$ cat config.mk
export PLATFORM = sky130hd
export DESIGN_NAME = spi_arb_ctrl
export DESIGN_NICKNAME = d
export VERILOG_FILES = /design/src/rtl/spi_arb_pkg.sv /design/src/rtl/spi_arb_rr_arbiter.sv /design/src/rtl/spi_arb_ctrl.sv
export SDC_FILE = /design/constraint.sdc
export NUM_CORES = 1
export LEC_CHECK = 0
export CORE_ASPECT_RATIO = 1.25
export CORE_MARGIN = 8
export CORE_UTILIZATION = 49
export DETAILED_ROUTE_END_ITERATION = 12
export GPL_ROUTABILITY_DRIVEN = 1
export GPL_TIMING_DRIVEN = 0
export HOLD_SLACK_MARGIN = 0.12
export PLACE_DENSITY = 0.85
export SLEW_MARGIN = 5
export SYNTH_ARGS = -nofsm -noshare
export SYNTH_HDL_FRONTEND = slang
export SYNTH_SLANG_ARGS = --single-unit
$ cat constraint.sdc
create_clock -name clk -period 8 [get_ports clk]
set_input_delay 0.8 -clock clk [delete_from_list [all_inputs] [get_ports clk]]
set_output_delay 0.8 -clock clk [all_outputs]
set_load 0.1 [all_outputs]
$ cat src/rtl/spi_arb_pkg.sv
// Shared types and default parameters for the SPI master arbiter.
package spi_arb_pkg;

    localparam int NREQ_DEF      = 4;
    localparam int SETUP_CYC_DEF = 2;
    localparam int TEAR_CYC_DEF  = 2;
    localparam int TMO_CYC_DEF   = 255;

    // One counter serves SETUP, TEAR and the START timeout.
    localparam int              CNT_W   = 16;
    localparam logic [CNT_W-1:0] CNT_ONE = 16'd1;

    typedef enum logic [2:0] {
        IDLE  = 3'd0,
        SETUP = 3'd1,
        START = 3'd2,
        BUSY  = 3'd3,
        TEAR  = 3'd4
    } arb_state_e;

    function automatic int idx_width(input int n);
        return (n > 1) ? $clog2(n) : 1;
    endfunction

endpackage

$ cat src/rtl/spi_arb_rr_arbiter.sv
// Round-robin selector: first asserted request after last_owner, wrapping.
module rr_arbiter #(
    parameter int NREQ  = 4,
    parameter int IDX_W = 2
) (
    input  logic [NREQ-1:0]  req_i,
    input  logic [IDX_W-1:0] last_owner_i,
    output logic [NREQ-1:0]  grant_o,
    output logic [IDX_W-1:0] grant_idx_o,
    output logic             grant_vld_o
);

    logic [IDX_W-1:0] cand_s;
    logic             found_s;

    // Scan the NREQ positions starting just after the previous owner.
    always_comb begin
        grant_o     = {NREQ{1'b0}};
        grant_idx_o = {IDX_W{1'b0}};
        found_s     = 1'b0;
        cand_s      = {IDX_W{1'b0}};
        for (int i = 1; i <= NREQ; i++) begin
            cand_s = IDX_W'((int'(last_owner_i) + i) % NREQ);
            if (!found_s && req_i[cand_s]) begin
                found_s         = 1'b1;
                grant_idx_o     = cand_s;
                grant_o[cand_s] = 1'b1;
            end else begin
                found_s = found_s;
            end
        end
        grant_vld_o = found_s;
    end

endmodule

$ cat src/rtl/spi_arb_ctrl.sv
// Arbitrates NREQ byte streams onto one SPI master: grant, select, transfer, release.
module spi_arb_ctrl
    import spi_arb_pkg::*;
#(
    parameter  int NREQ      = NREQ_DEF,
    parameter  int SETUP_CYC = SETUP_CYC_DEF,
    parameter  int TEAR_CYC  = TEAR_CYC_DEF,
    parameter  int TMO_CYC   = TMO_CYC_DEF,
    localparam int IDX_W     = idx_width(NREQ)
) (
    input  logic                 clk,
    input  logic                 rst,
    input  logic [NREQ-1:0]      req_valid,
    input  logic [NREQ*8-1:0]    req_data,
    input  logic [NREQ-1:0]      req_last,
    output logic [NREQ-1:0]      req_ack,
    output logic                 rsp_valid,
    output logic [7:0]           rsp_data,
    output logic [IDX_W-1:0]     rsp_id,
    input  logic [NREQ*16-1:0]   cfg_dvsr,
    input  logic [NREQ-1:0]      cfg_cpol,
    input  logic [NREQ-1:0]      cfg_cpha,
    output logic [NREQ-1:0]      ss_n,
    output logic                 busy,
    output logic                 err,
    output logic                 m_start,
    output logic [7:0]           m_din,
    output logic [15:0]          m_dvsr,
    output logic                 m_cpol,
    output logic                 m_cpha,
    input  logic                 m_ready,
    input  logic                 m_done,
    input  logic [7:0]           m_dout
);

    localparam logic [CNT_W-1:0] SETUP_LAST = CNT_W'(SETUP_CYC - 1);
    localparam logic [CNT_W-1:0] TEAR_LAST  = CNT_W'(TEAR_CYC - 1);
    localparam logic [CNT_W-1:0] TMO_LAST   = CNT_W'(TMO_CYC - 1);

    arb_state_e       state_q, state_d;
    logic [IDX_W-1:0] owner_q, owner_d;
    logic [NREQ-1:0]  owner_oh_q, owner_oh_d;
    logic [IDX_W-1:0] last_owner_q, last_owner_d;
    logic [CNT_W-1:0] cnt_q, cnt_d;
    logic             last_q, last_d;
    logic [NREQ-1:0]  ss_n_q, ss_n_d;
    logic [15:0]      dvsr_q, dvsr_d;
    logic             cpol_q, cpol_d;
    logic             cpha_q, cpha_d;
    logic             rsp_valid_q, rsp_valid_d;
    logic [7:0]       rsp_data_q, rsp_data_d;
    logic [IDX_W-1:0] rsp_id_q, rsp_id_d;
    logic             err_q, err_d;
    logic             busy_q, busy_d;

    logic             m_start_s;
    logic [NREQ-1:0]  gnt_oh_s;
    logic [IDX_W-1:0] gnt_idx_s;
    logic             gnt_vld_s;

    rr_arbiter #(
        .NREQ  (NREQ),
        .IDX_W (IDX_W)
    ) u_rr (
        .req_i        (req_valid),
        .last_owner_i (last_owner_q),
        .grant_o      (gnt_oh_s),
        .grant_idx_o  (gnt_idx_s),
        .grant_vld_o  (gnt_vld_s)
    );

    // State register plus every registered output and counter.
    always_ff @(posedge clk or negedge rst) begin
        if (!rst) begin
            state_q      <= IDLE;
            owner_q      <= {IDX_W{1'b0}};
            owner_oh_q   <= {NREQ{1'b0}};
            last_owner_q <= IDX_W'(NREQ - 1);
            cnt_q        <= {CNT_W{1'b0}};
            last_q       <= 1'b0;
            ss_n_q       <= {NREQ{1'b1}};
            dvsr_q       <= 16'h0000;
            cpol_q       <= 1'b0;
            cpha_q       <= 1'b0;
            rsp_valid_q  <= 1'b0;
            rsp_data_q   <= 8'h00;
            rsp_id_q     <= {IDX_W{1'b0}};
            err_q        <= 1'b0;
            busy_q       <= 1'b0;
        end else begin
            state_q      <= state_d;
            owner_q      <= owner_d;
            owner_oh_q   <= owner_oh_d;
            last_owner_q <= last_owner_d;
            cnt_q        <= cnt_d;
            last_q       <= last_d;
            ss_n_q       <= ss_n_d;
            dvsr_q       <= dvsr_d;
            cpol_q       <= cpol_d;
            cpha_q       <= cpha_d;
            rsp_valid_q  <= rsp_valid_d;
            rsp_data_q   <= rsp_data_d;
            rsp_id_q     <= rsp_id_d;
            err_q        <= err_d;
            busy_q       <= busy_d;
        end
    end

    // Next-state logic; m_start is decoded in START so the handshake takes one cycle.
    always_comb begin
        state_d      = state_q;
        owner_d      = owner_q;
        owner_oh_d   = owner_oh_q;
        last_owner_d = last_owner_q;
        cnt_d        = cnt_q;
        last_d       = last_q;
        ss_n_d       = ss_n_q;
        dvsr_d       = dvsr_q;
        cpol_d       = cpol_q;
        cpha_d       = cpha_q;
        rsp_valid_d  = 1'b0;
        rsp_data_d   = rsp_data_q;
        rsp_id_d     = rsp_id_q;
        err_d        = 1'b0;
        m_start_s    = 1'b0;

        case (state_q)
            IDLE: begin
                if (gnt_vld_s) begin
                    owner_d    = gnt_idx_s;
                    owner_oh_d = gnt_oh_s;
                    ss_n_d     = ~gnt_oh_s;
                    dvsr_d     = cfg_dvsr[{gnt_idx_s, 4'b0000} +: 16];
                    cpol_d     = cfg_cpol[gnt_idx_s];
                    cpha_d     = cfg_cpha[gnt_idx_s];
                    cnt_d      = {CNT_W{1'b0}};
                    state_d    = SETUP;
                end else begin
                    state_d = IDLE;
                end
            end
            SETUP: begin
                if (cnt_q == SETUP_LAST) begin
                    cnt_d   = {CNT_W{1'b0}};
                    state_d = START;
                end else begin
                    cnt_d = cnt_q + CNT_ONE;
                end
            end
            START: begin
                if (req_valid[owner_q]) begin
                    if (m_ready) begin
                        m_start_s = 1'b1;
                        last_d    = req_last[owner_q];
                        cnt_d     = {CNT_W{1'b0}};
                        state_d   = BUSY;
                    end else begin
                        state_d = START;
                    end
                end else if (cnt_q == TMO_LAST) begin
                    // Owner went silent mid-burst: drop the byte slot and release the bus.
                    err_d   = 1'b1;
                    cnt_d   = {CNT_W{1'b0}};
                    ss_n_d  = {NREQ{1'b1}};
                    state_d = TEAR;
                end else begin
                    cnt_d = cnt_q + CNT_ONE;
                end
            end
            BUSY: begin
                if (m_done) begin
                    rsp_valid_d = 1'b1;
                    rsp_data_d  = m_dout;
                    rsp_id_d    = owner_q;
                    if (last_q) begin
                        ss_n_d  = {NREQ{1'b1}};
                        state_d = TEAR;
                    end else begin
                        state_d = START;
                    end
                end else begin
                    state_d = BUSY;
                end
            end
            TEAR: begin
                if (cnt_q == TEAR_LAST) begin
                    cnt_d        = {CNT_W{1'b0}};
                    last_owner_d = owner_q;
                    state_d      = IDLE;
                end else begin
                    cnt_d = cnt_q + CNT_ONE;
                end
            end
            default: begin
                cnt_d   = {CNT_W{1'b0}};
                ss_n_d  = {NREQ{1'b1}};
                state_d = IDLE;
            end
        endcase

        busy_d = (state_d != IDLE);
    end

    assign req_ack   = m_start_s ? owner_oh_q : {NREQ{1'b0}};
    assign m_start   = m_start_s;
    assign m_din     = m_start_s ? req_data[{owner_q, 3'b000} +: 8] : 8'h00;
    assign m_dvsr    = dvsr_q;
    assign m_cpol    = cpol_q;
    assign m_cpha    = cpha_q;
    assign ss_n      = ss_n_q;
    assign busy      = busy_q;
    assign err       = err_q;
    assign rsp_valid = rsp_valid_q;
    assign rsp_data  = rsp_data_q;
    assign rsp_id    = rsp_id_q;

endmodule
==> out/results.ini <==
[run_status]
status = finished clean

[global_routing]
grt_usage_pct = 23.30
grt_pass1_vias = 4852
grt_pass1_wl_um = 24080
antenna_found_initial = 0
grt-ovfl-total = 0
grt_max_degree = 64

[die]
die_h_um = 125.4
dieArea_um2 = 12970
start_util_pct = 49.56
io_pins = 172
fp.dieW_um = 103.5
rows = 40
core_area_um2 = 9459

[cells_and_area]
layout.nets = 824
final_area_um2 = 6809
layout_commonest_cell = clkdlybuf4s50_1
area_growth_pct = 45.24
layout-drive-gt1-share_pct = 11.24
final_cell_mix = 169 x clkdlybuf4s50_1, 84 x nand2_1, 57 x dfrtp_1
num_antenna_cells = 0
register_area_um2 = 1584
fin_util_pct = 71.98
nFillCells = 700
multiInputGateArea_um2 = 2794

[sta]
min_period_over_period_pct = 60.28
maxSlewHeadroom_pct = 31.98
fmaxAchievable_ghz = 0.2074
hold_viol = 0
worst_pin_slew_ns = 1.017
grt_setup_unrepaired = false
fin_skew_ns = 0.009050
slew_violations = 0
fin_crit_ns = 4.822
worst_slack_ns = 3.178
finalSetupTns_ns = 0
setup-violations-final = 0

[placed_design]
numPortBuffers = 170
dpl_cell_area_um2 = 6545
place.gp.congestion = 0.8676
dpl_worst_slack_ns = 3.196
place_hpwl_um = 11980

[setup_path]
crit_end = m_din[4]
cp_data_arrival_time_ns = 4.02
slowest_stage = clkdlybuf4s50_1
rr_startpoint = last_owner_q[0]$_DFFE_PN1P_
reg2reg_depth = 12
path_buf_inv = 4
endpoint_kind = output port
cp.depth = 8
critical_path.startpoint = req_valid[1]
crit_fanout = 10
regToRegSetupSlack_ns = 4.24
crit_family = buffers and inverters
max_stage_delay_ns = 1.14
worstSetupPathType = input pin to output port
path_cells = clkdlybuf4s50_1, mux4_2, and2_1, nand3_1, inv_1, clkbuf_1, and2_1, clkdlybuf4s50_1
start_kind = input pin
r2r_end = m_dvsr[8]$_DFFE_PN0N_
cp_data_required_time_ns = 7.20

[power]
leakage_nw = 2.746
p_sw_mw = 1.534
netSwitchingFraction_pct = 54.07
power_density_nw_per_um2 = 416.7
p_clk_share_pct = 12.5
p_comb_share_pct = 69.2
p_int_mw = 1.303
power_frac_seq_pct = 18.3
vdd_ir_drop_max_uv = 345.4

[yosys]
synth_edf_count = 0
synth_seq_cells = 63
synth.distinct_cells = 61
netlist_instances = 508
synth_area_per_cell_um2 = 9.229
synth_flop_cell = dfrtp_1
yosys_warnings = 0
ys_async_sr_fraction_pct = 100.0
netlist.area_leader.share_pct = 30.42
synth_nets = 643
yosysTopAreaCell = dfrtp_1
syn_area_um2 = 4688
synth_area_leaders = dfrtp_1 30%, nand2_1 6.7%, mux4_2 6.2%
synth_seq_area_share_pct = 33.79

[route]
drt_iter0_drc = 235
final_antenna_net_count = 0
drt-pass1-iter-count = 4
finalWirelength_um = 15500
vias = 4792
via_per_inst = 5.844
remaining_drc_errors = 0
wl_per_cell_um = 18.90

[clock_tree]
h-tree-depth = 3
cts.sinks = 63
cts_buffer_depth = 2
post_cts_buffers = 0
cts_tree = done
root_buffer = clkbuf_16
clkLatencyLatePin_ns = 0.33
numCtsBuffers = 9
cts_hold_buf = 0
cts_resized = 0
path_clk_slew_ns = 0.05

[min_path]
min_path_type = flop to flop

[job]
cap_violations = 0

==> worst min path at each step <==
stage / from / endpoint / slack, ns / cells after the start
5_1_grt: owner_oh_q[3]$_DFFE_PN0N_ / owner_oh_q[3]$_DFFE_PN0N_ / 0.50 / 2
3_5_place_dp: rsp_id[0]$_DFFE_PN0P_ / rsp_id[0]$_DFFE_PN0P_ / 0.46 / 2
4_1_cts: owner_oh_q[0]$_DFFE_PN0N_ / owner_oh_q[0]$_DFFE_PN0N_ / 0.48 / 2
3_3_place_gp: owner_oh_q[0]$_DFFE_PN0N_ / owner_oh_q[0]$_DFFE_PN0N_ / 0.45 / 2
6_report: owner_oh_q[0]$_DFFE_PN0N_ / owner_oh_q[0]$_DFFE_PN0N_ / 0.47 / 2
2_1_floorplan: owner_oh_q[0]$_DFFE_PN0N_ / owner_oh_q[0]$_DFFE_PN0N_ / 0.44 / 2
==> power groups by stage <==
stage | combinational, mW | sequential (mW) | clock [mW]
2_1_floorplan | 0.920 | 1.09 | 0
3_3_place_gp | 1.92 | 0.518 | 0
3_5_place_dp | 1.96 | 0.525 | 0
4_1_cts | 1.97 | 0.522 | 0.360
5_1_grt | 2.08 | 0.537 | 0.375
6_report | 1.96 | 0.520 | 0.355
==> stage by stage <==
stage	power [mW]	hold WS, ns	std cells
6_report	2.837	0.4690	820
5_1_grt	2.996	0.4978	820
4_1_cts	2.847	0.4760	820
3_5_place_dp	2.482	0.4621	804
3_3_place_gp	2.434	0.4526	804
2_1_floorplan	2.008	0.4376	508
==> registers in the layout (all words and copies together), names as in the netlist, 2 cells and up <==
register and flops:
rsp_id 2, owner_oh_q 4, rsp_data 8, owner_q 2
cnt_q 16, state_q 3, m_dvsr 16, ss_n 4
last_owner_q 2
==> cell usage after synthesis (2+ instances only) <==
cell type	instances
a21o_1	6
dfrtp_1	57
and4_1	2
nor4_1	4
mux2i_1	24
a22oi_1	2
nor3_1	39
ha_1	11
inv_1	14
nor2b_1	2
a221o_1	4
o221ai_2	10
xor2_1	5
nor4_2	2
nand4_1	3
o311ai_0	8
dfstp_2	6
a22o_1	2
o21ai_0	37
buf_4	2
nand3b_1	20
nand3_1	17
and2_1	15
o311ai_1	10
a21oi_1	9
a21oi_2	3
nor2_1	16
and3_1	6
mux4_2	13
buf_2	8
buf_1	3
clkbuf_1	17
nand2_1	84
o221ai_1	8
buf_6	10
o21a_1	4
==> worst min-delay path, stage by stage (launching register included) <==
cell	delay [ns]
dfrtp_1	0.33
nand2_1	0.05
nand2_1	0.05
==> cell families (layout without fill, tap and decap cells) <==
group	after synthesis	after routing	synth area share, %
compound gates	115	115	19.59
xor+xnor	6	6	1.121
fa+ha+maj	11	11	2.936
buf+inv	55	241	6.618
flops	63	63	33.79
mux	39	39	12.17
simple gates	219	219	23.78
==> layer usage <==
metal  track usage (%)  vias up  part of all wire (%)
met1             24.95     2285                    36
met5                 0        -                     0
met4             7.686        0                   2.1
met2             41.34      231                    52
met3             7.329       28                    11
li1                  -     2248                     -
==> area by class of cell <==
cell class / count / share of cell area [%]
multi-input cells: 390 / 41.03
repair buffers: 170 / 24.95
flip-flops and latches: 63 / 23.26
plain buffers: 41 / 3.785
clock buffers: 14 / 3.730
well taps: 126 / 2.315
inverters: 14 / 0.7718
clock inverters: 2 / 0.1470
Note: power is estimated with default switching activity, not from simulation.
